### src/rtl/risk_checks_mc_pkg.sv
// risk_checks_mc_pkg: shared reason codes, width defaults and helpers for the
// pre-trade risk gate.
package risk_checks_mc_pkg;

   typedef enum logic [2:0] {
      RSN_OK      = 3'd0,
      RSN_POS     = 3'd1,
      RSN_NOT     = 3'd2,
      RSN_GAP     = 3'd3,
      RSN_BADSYM  = 3'd4,
      RSN_ZEROQTY = 3'd5,
      RSN_KILL    = 3'd6
   } rsn_e;

   localparam int DEF_NUM_SYMS = 4;
   localparam int DEF_PRICE_W  = 32;
   localparam int DEF_SIZE_W   = 16;
   localparam int DEF_TS_W     = 32;

   // Symbol index width, never narrower than one bit.
   function automatic int sym_w(input int n);
      return (n > 1) ? $clog2(n) : 1;
   endfunction

endpackage

### src/rtl/risk_checks_mc_sym_state.sv
// risk_sym_state: per-symbol register file holding position, gross notional,
// last-accept timestamp, seen flag and runtime limits. One combinational read
// port, one state write port (accepted orders), one limit write port.
module risk_sym_state
   import risk_checks_mc_pkg::*;
#(
   parameter int NUM_SYMS = DEF_NUM_SYMS,
   parameter int SYM_W    = sym_w(NUM_SYMS),
   parameter int SIZE_W   = DEF_SIZE_W,
   parameter int POS_W    = SIZE_W + 1,
   parameter int NOT_W    = DEF_PRICE_W + DEF_SIZE_W,
   parameter int TS_W     = DEF_TS_W
) (
   input  logic              clk,
   input  logic              rst_n,
   input  logic [SYM_W-1:0]  rd_sym,
   output logic [POS_W-1:0]  rd_pos,
   output logic [NOT_W-1:0]  rd_not,
   output logic [TS_W-1:0]   rd_ts,
   output logic              rd_seen,
   output logic [SIZE_W-1:0] rd_max_pos,
   output logic [NOT_W-1:0]  rd_max_not,
   output logic [TS_W-1:0]   rd_min_gap,
   input  logic              wr_en,
   input  logic [SYM_W-1:0]  wr_sym,
   input  logic [POS_W-1:0]  wr_pos,
   input  logic [NOT_W-1:0]  wr_not,
   input  logic [TS_W-1:0]   wr_ts,
   input  logic              cfg_we,
   input  logic [SYM_W-1:0]  cfg_sym,
   input  logic [SIZE_W-1:0] cfg_max_pos,
   input  logic [NOT_W-1:0]  cfg_max_not,
   input  logic [TS_W-1:0]   cfg_min_gap
);

   logic [NUM_SYMS-1:0][POS_W-1:0]  pos_q;
   logic [NUM_SYMS-1:0][NOT_W-1:0]  not_q;
   logic [NUM_SYMS-1:0][TS_W-1:0]   ts_q;
   logic [NUM_SYMS-1:0]             seen_q;
   logic [NUM_SYMS-1:0][SIZE_W-1:0] max_pos_q;
   logic [NUM_SYMS-1:0][NOT_W-1:0]  max_not_q;
   logic [NUM_SYMS-1:0][TS_W-1:0]   min_gap_q;

   // Entry updates: trading state on accepts, limits on cfg writes.
   always_ff @(posedge clk) begin
      if (!rst_n) begin
         pos_q     <= '0;
         not_q     <= '0;
         ts_q      <= '0;
         seen_q    <= '0;
         max_pos_q <= '0;
         max_not_q <= '0;
         min_gap_q <= '0;
      end else begin
         for (int i = 0; i < NUM_SYMS; i++) begin
            if (wr_en && wr_sym == SYM_W'(i)) begin
               pos_q[i]  <= wr_pos;
               not_q[i]  <= wr_not;
               ts_q[i]   <= wr_ts;
               seen_q[i] <= 1'b1;
            end
            if (cfg_we && cfg_sym == SYM_W'(i)) begin
               max_pos_q[i] <= cfg_max_pos;
               max_not_q[i] <= cfg_max_not;
               min_gap_q[i] <= cfg_min_gap;
            end
         end
      end
   end

   // Read mux; an index with no entry reads back all zeros.
   always_comb begin
      rd_pos     = '0;
      rd_not     = '0;
      rd_ts      = '0;
      rd_seen    = 1'b0;
      rd_max_pos = '0;
      rd_max_not = '0;
      rd_min_gap = '0;
      for (int i = 0; i < NUM_SYMS; i++) begin
         if (rd_sym == SYM_W'(i)) begin
            rd_pos     = pos_q[i];
            rd_not     = not_q[i];
            rd_ts      = ts_q[i];
            rd_seen    = seen_q[i];
            rd_max_pos = max_pos_q[i];
            rd_max_not = max_not_q[i];
            rd_min_gap = min_gap_q[i];
         end
      end
   end

endmodule

### src/rtl/risk_checks_mc.sv
// risk_checks_mc: two-stage pre-trade risk gate. S1 registers the order and its
// value (price*qty); S2 reads symbol state, decides, updates state on accept and
// loads the verdict register. Optional kill switch under RISK_KILL_SWITCH_EN.
module risk_checks_mc
   import risk_checks_mc_pkg::*;
#(
   parameter int NUM_SYMS = DEF_NUM_SYMS,
   parameter int SYM_W    = sym_w(NUM_SYMS),
   parameter int PRICE_W  = DEF_PRICE_W,
   parameter int SIZE_W   = DEF_SIZE_W,
   parameter int POS_W    = SIZE_W + 1,
   parameter int NOT_W    = PRICE_W + SIZE_W,
   parameter int TS_W     = DEF_TS_W
) (
   input  logic               clk,
   input  logic               rst_n,
   input  logic               in_valid,
   output logic               in_ready,
   input  logic [SYM_W-1:0]   in_sym,
   input  logic               in_side,
   input  logic [PRICE_W-1:0] in_price,
   input  logic [SIZE_W-1:0]  in_qty,
   input  logic [TS_W-1:0]    in_ts,
   input  logic               cfg_we,
   input  logic [SYM_W-1:0]   cfg_sym,
   input  logic [SIZE_W-1:0]  cfg_max_pos,
   input  logic [NOT_W-1:0]   cfg_max_not,
   input  logic [TS_W-1:0]    cfg_min_gap,
`ifdef RISK_KILL_SWITCH_EN
   input  logic               kill_set,
   input  logic               kill_clr,
   output logic               killed,
`endif
   output logic               out_valid,
   input  logic               out_ready,
   output logic               out_accept,
   output logic [2:0]         out_reason,
   output logic [SYM_W-1:0]   out_sym,
   output logic               out_side,
   output logic [PRICE_W-1:0] out_price,
   output logic [SIZE_W-1:0]  out_qty,
   output logic [POS_W-1:0]   out_pos
);

   localparam logic [SYM_W:0] NSYM = (SYM_W+1)'(NUM_SYMS);

   logic adv;
   assign adv      = !out_valid || out_ready;
   assign in_ready = rst_n && adv;

   // S1 registers
   logic               s1_valid;
   logic [SYM_W-1:0]   s1_sym;
   logic               s1_side;
   logic [PRICE_W-1:0] s1_price;
   logic [SIZE_W-1:0]  s1_qty;
   logic [TS_W-1:0]    s1_ts;
   logic [NOT_W-1:0]   s1_val;

   // S1: capture order and its value whenever the pipe advances.
   always_ff @(posedge clk) begin
      if (!rst_n) begin
         s1_valid <= 1'b0;
         s1_sym   <= '0;
         s1_side  <= 1'b0;
         s1_price <= '0;
         s1_qty   <= '0;
         s1_ts    <= '0;
         s1_val   <= '0;
      end else if (adv) begin
         s1_valid <= in_valid;
         s1_sym   <= in_sym;
         s1_side  <= in_side;
         s1_price <= in_price;
         s1_qty   <= in_qty;
         s1_ts    <= in_ts;
         s1_val   <= NOT_W'(in_price) * NOT_W'(in_qty);
      end
   end

   // Kill switch state
   logic kill_act;
`ifdef RISK_KILL_SWITCH_EN
   logic killed_q;
   // Set wins over clear when both arrive together.
   always_ff @(posedge clk) begin
      if (!rst_n)        killed_q <= 1'b0;
      else if (kill_set) killed_q <= 1'b1;
      else if (kill_clr) killed_q <= 1'b0;
   end
   assign kill_act = killed_q;
   assign killed   = killed_q;
`else
   assign kill_act = 1'b0;
`endif

   // Symbol state read in S2
   logic [POS_W-1:0]  rd_pos;
   logic [NOT_W-1:0]  rd_not;
   logic [TS_W-1:0]   rd_ts;
   logic              rd_seen;
   logic [SIZE_W-1:0] rd_max_pos;
   logic [NOT_W-1:0]  rd_max_not;
   logic [TS_W-1:0]   rd_min_gap;

   logic [POS_W:0]    pos_ext, qty_ext, pos_new, pos_abs;
   logic [NOT_W:0]    not_new;
   logic [TS_W-1:0]   ts_diff;
   rsn_e              dec_reason;
   logic              dec_accept;
   logic              wr_en;

   // S2 decision: one extra bit on position/notional so nothing wraps into a pass.
   always_comb begin
      pos_ext    = {rd_pos[POS_W-1], rd_pos};
      qty_ext    = (POS_W+1)'(s1_qty);
      pos_new    = s1_side ? (pos_ext + qty_ext) : (pos_ext - qty_ext);
      pos_abs    = pos_new[POS_W] ? ((POS_W+1)'(0) - pos_new) : pos_new;
      not_new    = (NOT_W+1)'(rd_not) + (NOT_W+1)'(s1_val);
      ts_diff    = s1_ts - rd_ts;
      dec_reason = RSN_OK;
      if (kill_act)                                    dec_reason = RSN_KILL;
      else if ({1'b0, s1_sym} >= NSYM)                 dec_reason = RSN_BADSYM;
      else if (s1_qty == '0)                           dec_reason = RSN_ZEROQTY;
      else if (pos_abs > (POS_W+1)'(rd_max_pos))       dec_reason = RSN_POS;
      else if (not_new > (NOT_W+1)'(rd_max_not))       dec_reason = RSN_NOT;
      else if (rd_seen && (ts_diff < rd_min_gap))      dec_reason = RSN_GAP;
      dec_accept = (dec_reason == RSN_OK);
   end

   assign wr_en = adv && s1_valid && dec_accept;

   risk_sym_state #(
      .NUM_SYMS(NUM_SYMS), .SYM_W(SYM_W), .SIZE_W(SIZE_W),
      .POS_W(POS_W), .NOT_W(NOT_W), .TS_W(TS_W)
   ) u_state (
      .clk        (clk),
      .rst_n      (rst_n),
      .rd_sym     (s1_sym),
      .rd_pos     (rd_pos),
      .rd_not     (rd_not),
      .rd_ts      (rd_ts),
      .rd_seen    (rd_seen),
      .rd_max_pos (rd_max_pos),
      .rd_max_not (rd_max_not),
      .rd_min_gap (rd_min_gap),
      .wr_en      (wr_en),
      .wr_sym     (s1_sym),
      .wr_pos     (pos_new[POS_W-1:0]),
      .wr_not     (not_new[NOT_W-1:0]),
      .wr_ts      (s1_ts),
      .cfg_we     (cfg_we),
      .cfg_sym    (cfg_sym),
      .cfg_max_pos(cfg_max_pos),
      .cfg_max_not(cfg_max_not),
      .cfg_min_gap(cfg_min_gap)
   );

   // S2 output register: holds the verdict stable while downstream stalls.
   always_ff @(posedge clk) begin
      if (!rst_n) begin
         out_valid  <= 1'b0;
         out_accept <= 1'b0;
         out_reason <= '0;
         out_sym    <= '0;
         out_side   <= 1'b0;
         out_price  <= '0;
         out_qty    <= '0;
         out_pos    <= '0;
      end else if (adv) begin
         out_valid <= s1_valid;
         if (s1_valid) begin
            out_accept <= dec_accept;
            out_reason <= dec_reason;
            out_sym    <= s1_sym;
            out_side   <= s1_side;
            out_price  <= s1_price;
            out_qty    <= s1_qty;
            out_pos    <= dec_accept ? pos_new[POS_W-1:0] : rd_pos;
         end
      end
   end

endmodule
### config.mk
export PLATFORM = sky130hd
export DESIGN_NAME = risk_checks_mc
export DESIGN_NICKNAME = d
export VERILOG_FILES = /design/src/rtl/risk_checks_mc_pkg.sv /design/src/rtl/risk_checks_mc_sym_state.sv /design/src/rtl/risk_checks_mc.sv
export SDC_FILE = /design/constraint.sdc
export NUM_CORES = 2
export LEC_CHECK = 0
export CORE_ASPECT_RATIO = 0.6
export CORE_MARGIN = 3
export CORE_UTILIZATION = 45
export CTS_CLUSTER_DIAMETER = 120
export DETAILED_ROUTE_END_ITERATION = 16
export PLACE_DENSITY = 0.62
export SLEW_MARGIN = 15
export SYNTH_ARGS = -nofsm -noshare
export SYNTH_HDL_FRONTEND = slang
export SYNTH_SLANG_ARGS = --single-unit
export TNS_END_PERCENT = 10
### constraint.sdc
create_clock -name clk -period 16 [get_ports clk]
set_input_delay 3.2 -clock clk [delete_from_list [all_inputs] [get_ports clk]]
set_output_delay 3.2 -clock clk [all_outputs]
set_load 0.1 [all_outputs]
# Yosys cells after proc, flatten, opt, wreduce, memory -nomap -nowiden
# Cells that the tools add are included.
[totals]
regBits = 981
output_inout_bits = 74
wordCells = 112
[classes]
addsub = 5
mul = 1
magnitude_cmp = 3
n_eq_ne = 6
n_mux = 35
reduce_logical = 19
[op_table]
columns = ["op", "n"]
rows = [
  ["2-to-1 mux 48 bit", 8],
  ["2-to-1 mux 32 bit", 8],
  ["2-to-1 mux 17 bit", 5],
  ["2-to-1 mux 16 bit", 4],
  ["adder 48 x 48 -> 49 bit", 1],
  ["greater-than comparator 49 x 48 -> 1 bit", 1],
  ["multiplier 32 x 16 -> 48 bit", 1],
  ["2-to-1 mux 18 bit", 2],
  ["< comparator 32 bit", 1],
  ["subtractor 32 bit", 1],
  ["adder 17 x 17 -> 18 bit", 1],
  ["greater-than comparator 18 x 16 -> 1 bit", 1],
  ["subtractor 1 x 18 -> 18 bit (first input constant)", 1],
  ["subtractor 17 x 17 -> 18 bit", 1],
  ["zero test 16 bit", 1],
  ["logical AND 1 bit", 12],
  ["equality test 2 bit (second input constant)", 4],
  ["2-to-1 mux 2 bit", 3],
  ["equality test 2 x 1 -> 1 bit (second input constant)", 2],
  ["zero test 2 bit", 2],
  ["2-to-1 mux 1 bit", 4],
  ["zero test 3 bit", 1],
  ["2-to-1 mux 3 bit", 1],
  ["AND reduction 2 bit", 1],
  ["2 further kinds", 2],
]

# Logic depth before layout (Yosys ltp)
[logic_depth]
word_depth = 15
ltp_mapped = 32
mapped_depth_nobuf = 27

# Hierarchy
# Synthesis repeated with hierarchy kept, for this count alone.
[unflattened]
hier_cells = 6868
area_unflattened_um2 = 64120.2
[modules_own_cells]
columns = ["mod", "instances", "cells_per_inst", "area_each_um2", "seq_area_each_um2"]
rows = [
  ["risk_sym_state", 1, 2962, 32786.4, 15534.9],
  ["risk_checks_mc", 1, 3906, 31333.8, 4103.9],
]

# Least setup slack after synthesis
# No wires, ideal clock.
[synth_timing]
path_kind = "in2reg"
startpoint = "input in_price[10]"
endpoint = "register s1_val[41]"
arrival_ns = 9.157
required_time_ns = 15.878
setup_slack_ns = 6.721
stages = 25
path_buffers = 1
cell_sequence = "clkbuf_1 nand2_1 fa_1 inv_1 fa_1 inv_1 fa_1 fa_1 inv_1 fa_1 inv_1 fa_1 inv_1 ha_1 a21o_1 a21o_1 a221oi_1 o21ai_0 o21ai_0 a21oi_1 nor4_1 o31ai_1 a31oi_1 mux2i_1 a311o_1"
[synth_between]
elab_chain_cells = 1
[synth_rtl]
columns = ["element", "line", "text"]
rows = [
  ["start: declaration", "risk_checks_mc.sv:21", "input logic [PRICE_W-1:0] in_price,"],
  ["multiplier 32 x 16 -> 48 bit", "risk_checks_mc.sv:77", "s1_val <= NOT_W'(in_price) * NOT_W'(in_qty);"],
  ["end signal: assignment", "risk_checks_mc.sv:77", ""],
  ["end: declaration", "risk_checks_mc.sv:58", "logic [NOT_W-1:0] s1_val;"],
]
# Every way passes these cells.
# A chain may end at the register's enable or synchronous reset.

# Worst setup path after layout
[layout_timing]
startpoint = "register s1_sym[0]"
endpoint = "register u_state.ts_q[123] (netlist bit)"
[layout_between]
elab_chain_cells = 15
elab_cells_between_ends = 50
[layout_rtl]
columns = ["element", "line", "text"]
rows = [
  ["start: declaration", "risk_checks_mc.sv:53", "logic [SYM_W-1:0] s1_sym;"],
  ["start signal: assignment", "risk_checks_mc.sv:72", "s1_sym <= in_sym;"],
  ["zero test 2 bit", "risk_checks_mc_sym_state.sv:81", "if (rd_sym == SYM_W'(i)) begin"],
  ["2-to-1 mux 17 bit / 2-to-1 mux 32 bit (equally long branches) (4 in series)", "risk_checks_mc_sym_state.sv:81", ""],
  ["subtractor 17 x 17 -> 18 bit (tied with other cells)", "risk_checks_mc.sv:117", "pos_new = s1_side ? (pos_ext + qty_ext) : (pos_ext - qty_ext);"],
  ["2-to-1 mux 18 bit / < comparator 32 bit (equally long branches)", "risk_checks_mc.sv:117, risk_checks_mc.sv:127", ""],
  ["subtractor 1 x 18 -> 18 bit / logical AND 1 bit (equally long branches)", "risk_checks_mc.sv:118, risk_checks_mc.sv:127", ""],
  ["2-to-1 mux 18 bit / 2-to-1 mux 2 bit (equally long branches)", "risk_checks_mc.sv:118, risk_checks_mc.sv:127", ""],
  ["greater-than comparator 18 x 16 -> 1 bit / 2-to-1 mux 2 bit (equally long branches)", "risk_checks_mc.sv:125, risk_checks_mc.sv:126", ""],
  ["2-to-1 mux 2 bit", "risk_checks_mc.sv:125", "else if (pos_abs > (POS_W+1)'(rd_max_pos)) dec_reason = RSN_POS;"],
  ["2-to-1 mux 3 bit", "risk_checks_mc.sv:124", "else if (s1_qty == '0) dec_reason = RSN_ZEROQTY;"],
  ["zero test 3 bit", "risk_checks_mc.sv:128", "dec_accept = (dec_reason == RSN_OK);"],
  ["logical AND 1 bit", "risk_checks_mc.sv:131", "assign wr_en = adv && s1_valid && dec_accept;"],
  ["logical AND 1 bit (*)", "risk_checks_mc_sym_state.sv:56", "if (wr_en && wr_sym == SYM_W'(i)) begin"],
  ["end signal: indexed assignment", "risk_checks_mc_sym_state.sv:59", "ts_q[i] <= wr_ts;"],
  ["end: declaration", "risk_checks_mc_sym_state.sv:38", "logic [NUM_SYMS-1:0][TS_W-1:0] ts_q;"],
]
# Mark *: on every way between the ends. The rest lies on a longest branch, timed or not.

==> results.sh <==
export IMPL_timing_critical_path_mode_cell="buf_4"
export IMPL_port_buffers=259
export IMPL_grt_start_max_net_pins=224
export IMPL_regToRegEndpoint="u_state.ts_q[123]$_SDFFE_PN0P_"
export IMPL_p_total_mw=12.7
export IMPL_fin_skew_ps=48.9
export IMPL_end_kind="register"
export IMPL_cpPeakStageDelay_ps=940
export IMPL_startpoint="s1_sym[0]$_SDFFE_PN0N_"
export IMPL_maxSlewHeadroom_pct=22.0
export IMPL_grt_overflow=0
export IMPL_via_count=49600
export IMPL_grt_use_total_pct=25.6
export IMPL_ys_types=86
export IMPL_initial_core_util_pct=45.5
export IMPL_cts_clk_slew_worst_paths_ps=60
export IMPL_viasPerCell=5.59
export IMPL_grt_pass1_wl_um=289000
export IMPL_drc=0
export IMPL_cts_made_buffers=94
export IMPL_finalSetupTns_ps=0
export IMPL_fin_ws_ps=5250
export IMPL_rsz0062_at_grt="no"
export IMPL_post_cts_setup_buffer_count=0
export IMPL_worstSetupPathType="register to register"
export IMPL_fillers=12700
export IMPL_synth_seq_area_share_pct=31.4
export IMPL_core_area_um2=137000
export IMPL_synth_main_ff_cell="dfxtp_1"
export IMPL_leakage_nw=28.8
export IMPL_r2r_setup_slack_ps=5250
export IMPL_powerDensity_nw_per_um2=182
export IMPL_syn_nets=7892
export IMPL_drv_cap=0
export IMPL_grt_pass1_vias=48100
export IMPL_cts_root_buf="clkbuf_16"
export IMPL_dp_slack_ps=5200
export IMPL_finalSetupViolations=0
export IMPL_path_max_fanout=51
export IMPL_finalHoldViolations=0
export IMPL_cts_htree_levels=3
export IMPL_ant_nets=0
export IMPL_drtPass1Iterations=5
export IMPL_cts_hold_buf=0
export IMPL_status="finished clean"
export IMPL_fin_crit_ps=10750
export IMPL_drive_gt1_share_pct=6.86
export IMPL_num_rows=105
export IMPL_final_nets=7898
export IMPL_worstHoldStart="u_state.seen_q[3]$_SDFFE_PN0P_"
export IMPL_synth_seq_cells=981
export IMPL_dieArea_um2=143000
export IMPL_cts_tree="yes"
export IMPL_clockBufferDepth=3
export IMPL_cts_resized=0
export IMPL_max_vdd_ir_drop_mv=0.325
export IMPL_synth_edf_count=0
export IMPL_cts_num_sinks=981
export IMPL_die_y_um=295
export IMPL_io_pins=260
export IMPL_antenna_found_initial=8
export IMPL_die_x_um=487
export IMPL_critPathLaunchType="register"
export IMPL_hpwl_um=127000
export IMPL_fmax_mhz=93.0
export IMPL_crit_slowest_cell="buf_4"
export IMPL_regToRegStartpoint="s1_sym[0]$_SDFFE_PN0N_"
export IMPL_clock_latency_ps=720
export IMPL_area_growth_pct=11.2
export IMPL_async_flop_share_pct=0
export IMPL_ff2ff_path_depth=29
export IMPL_tightest_slew_ps=1170
export IMPL_gp_congestion=0.903
export IMPL_yosysWarnings=0
export IMPL_drt_initial_drc_count=4662
export IMPL_netlist_instances=6972
export IMPL_min_period_over_period_pct=67.2
export IMPL_hold_depth=2
export IMPL_hold_end="u_state.seen_q[3]$_SDFFE_PN0P_"
export IMPL_crit_required_ps=16550
export IMPL_hold_path_class="register to register"
export IMPL_wire_per_inst_um=20.9
export IMPL_slew_violations=0
export IMPL_postSynthAreaPerCell_um2=8.96
export IMPL_arrival_ps=11310
export IMPL_netlist_area_um2=62500
export IMPL_wl_um=185000
==> cell type report <==
cell class                 instances  area [um^2]  share of cell area (%)
multi-input combinational       4987        38700                    55.8
sequential                       981        19600                    28.3
clock inverter                    42          709                    1.02
timing repair buffer             334         3180                    4.57
clock buffer                     132         2720                    3.91
tap                             1819         2280                    3.28
inverter                         580         2180                    3.15
antenna                            6         15.0                  0.0216
==> kinds of logic after synthesis <==
logic type | count (synthesis) | synth area share (%)
AO/OA/AOI/OAI | 1105 | 10.4
XOR/XNOR | 153 | 2.19
adder cells (fa/ha/maj) | 734 | 19.8
buffers and inverters | 1004 | 6.67
flip-flops | 981 | 31.4
multiplexers | 590 | 13.3
AND/OR/NAND/NOR | 2405 | 16.2
==> critical path, delay by kind of cell (launching register included) <==
| family | cells | cell delay [ps] |
|---|---|---|
| flip-flops | 1 | 830 |
| buffers and inverters | 5 | 3030 |
| multiplexers | 2 | 840 |
| AND/OR/NAND/NOR | 6 | 890 |
| adder cells (fa/ha/maj) | 2 | 560 |
| XOR/XNOR | 1 | 160 |
| AO/OA/AOI/OAI | 13 | 4100 |
==> power breakdown <==
group	internal (mW)	switching, mW	total [mW]	leakage, nW
Sequential	2.60	0.114	2.71	7.97
Combinational	3.03	4.46	7.49	19.1
Clock	1.44	1.03	2.47	1.67
Total	7.06	5.60	12.7	28.8
==> layer usage <==
metal	routed length [um]	up-vias	track usage (%)
met5	82	-	0.428
met4	3300	2	5.53
met3	14200	210	4.74
met2	77900	1729	36.7
met1	90000	24700	39.6
li1	-	23000	-
==> Yosys cell counts (31+ instances only) <==
cell type	number	area [um^2]
xor2_1	58	508
fa_1	421	8430
nand2_1	1471	5520
mux2i_1	392	3920
and2_1	226	1410
ha_1	313	3920
a211oi_1	33	248
o21ai_0	104	521
inv_1	578	2170
mux4_2	194	4370
clkbuf_1	330	1240
buf_1	45	169
xnor2_1	91	797
a21o_1	93	698
dfxtp_1	981	19600
a21oi_1	710	3550
nor2_1	493	1850
nor3_1	31	155
nand3_1	36	180
==> worst max-delay path by stage <==
stage,cells after the start,endpoint,slack [ps]
4_1_cts,29,u_state.ts_q[105]$_SDFFE_PN0P_,5320
2_1_floorplan,25,s1_val[41]$_SDFFE_PN0N_,6720
3_5_place_dp,22,s1_val[44]$_SDFFE_PN0N_,5200
6_report,29,u_state.ts_q[123]$_SDFFE_PN0P_,5250
3_3_place_gp,22,s1_val[41]$_SDFFE_PN0N_,5270
5_1_grt,29,u_state.ts_q[107]$_SDFFE_PN0P_,4310
==> cell usage in the layout, fill, tap and decap left out, drive strengths merged, types with 194 or more instances in the layout <==
| cell | netlist | final |
|---|---|---|
| mux4 | 194 | 194 |
| nand2 | 1472 | 1472 |
| nor2 | 493 | 493 |
| mux2i | 392 | 392 |
| clkdlybuf4s50 | 0 | 258 |
| inv | 580 | 582 |
| dfxtp | 981 | 981 |
| a21oi | 711 | 711 |
| fa | 421 | 421 |
| and2 | 226 | 226 |
| ha | 313 | 313 |
==> state kept, by name (all words and copies together) (netlist names), 2 cells and up <==
signal / count
s1_val: 48
u_state.max_not_q: 192
s1_qty: 16
u_state.not_q: 192
s1_ts: 32
u_state.seen_q: 4
out_qty: 16
out_reason: 3
s1_sym: 2
u_state.max_pos_q: 64
u_state.min_gap_q: 128
u_state.pos_q: 68
out_price: 32
out_pos: 17
s1_price: 32
u_state.ts_q: 128
out_sym: 2
==> stage by stage <==
stage	cells	instance area, um^2	utilization [%]	hold slack (ps)
3_3_place_gp	8701	66000	48.1	431
3_5_place_dp	8701	66000	48.1	442
2_1_floorplan	6972	62500	-	422
4_1_cts	8875	69400	50.6	452
5_1_grt	8881	69400	50.6	466
6_report	8881	69400	50.6	451
No activity file was read; power rests on OpenSTA's default activity.
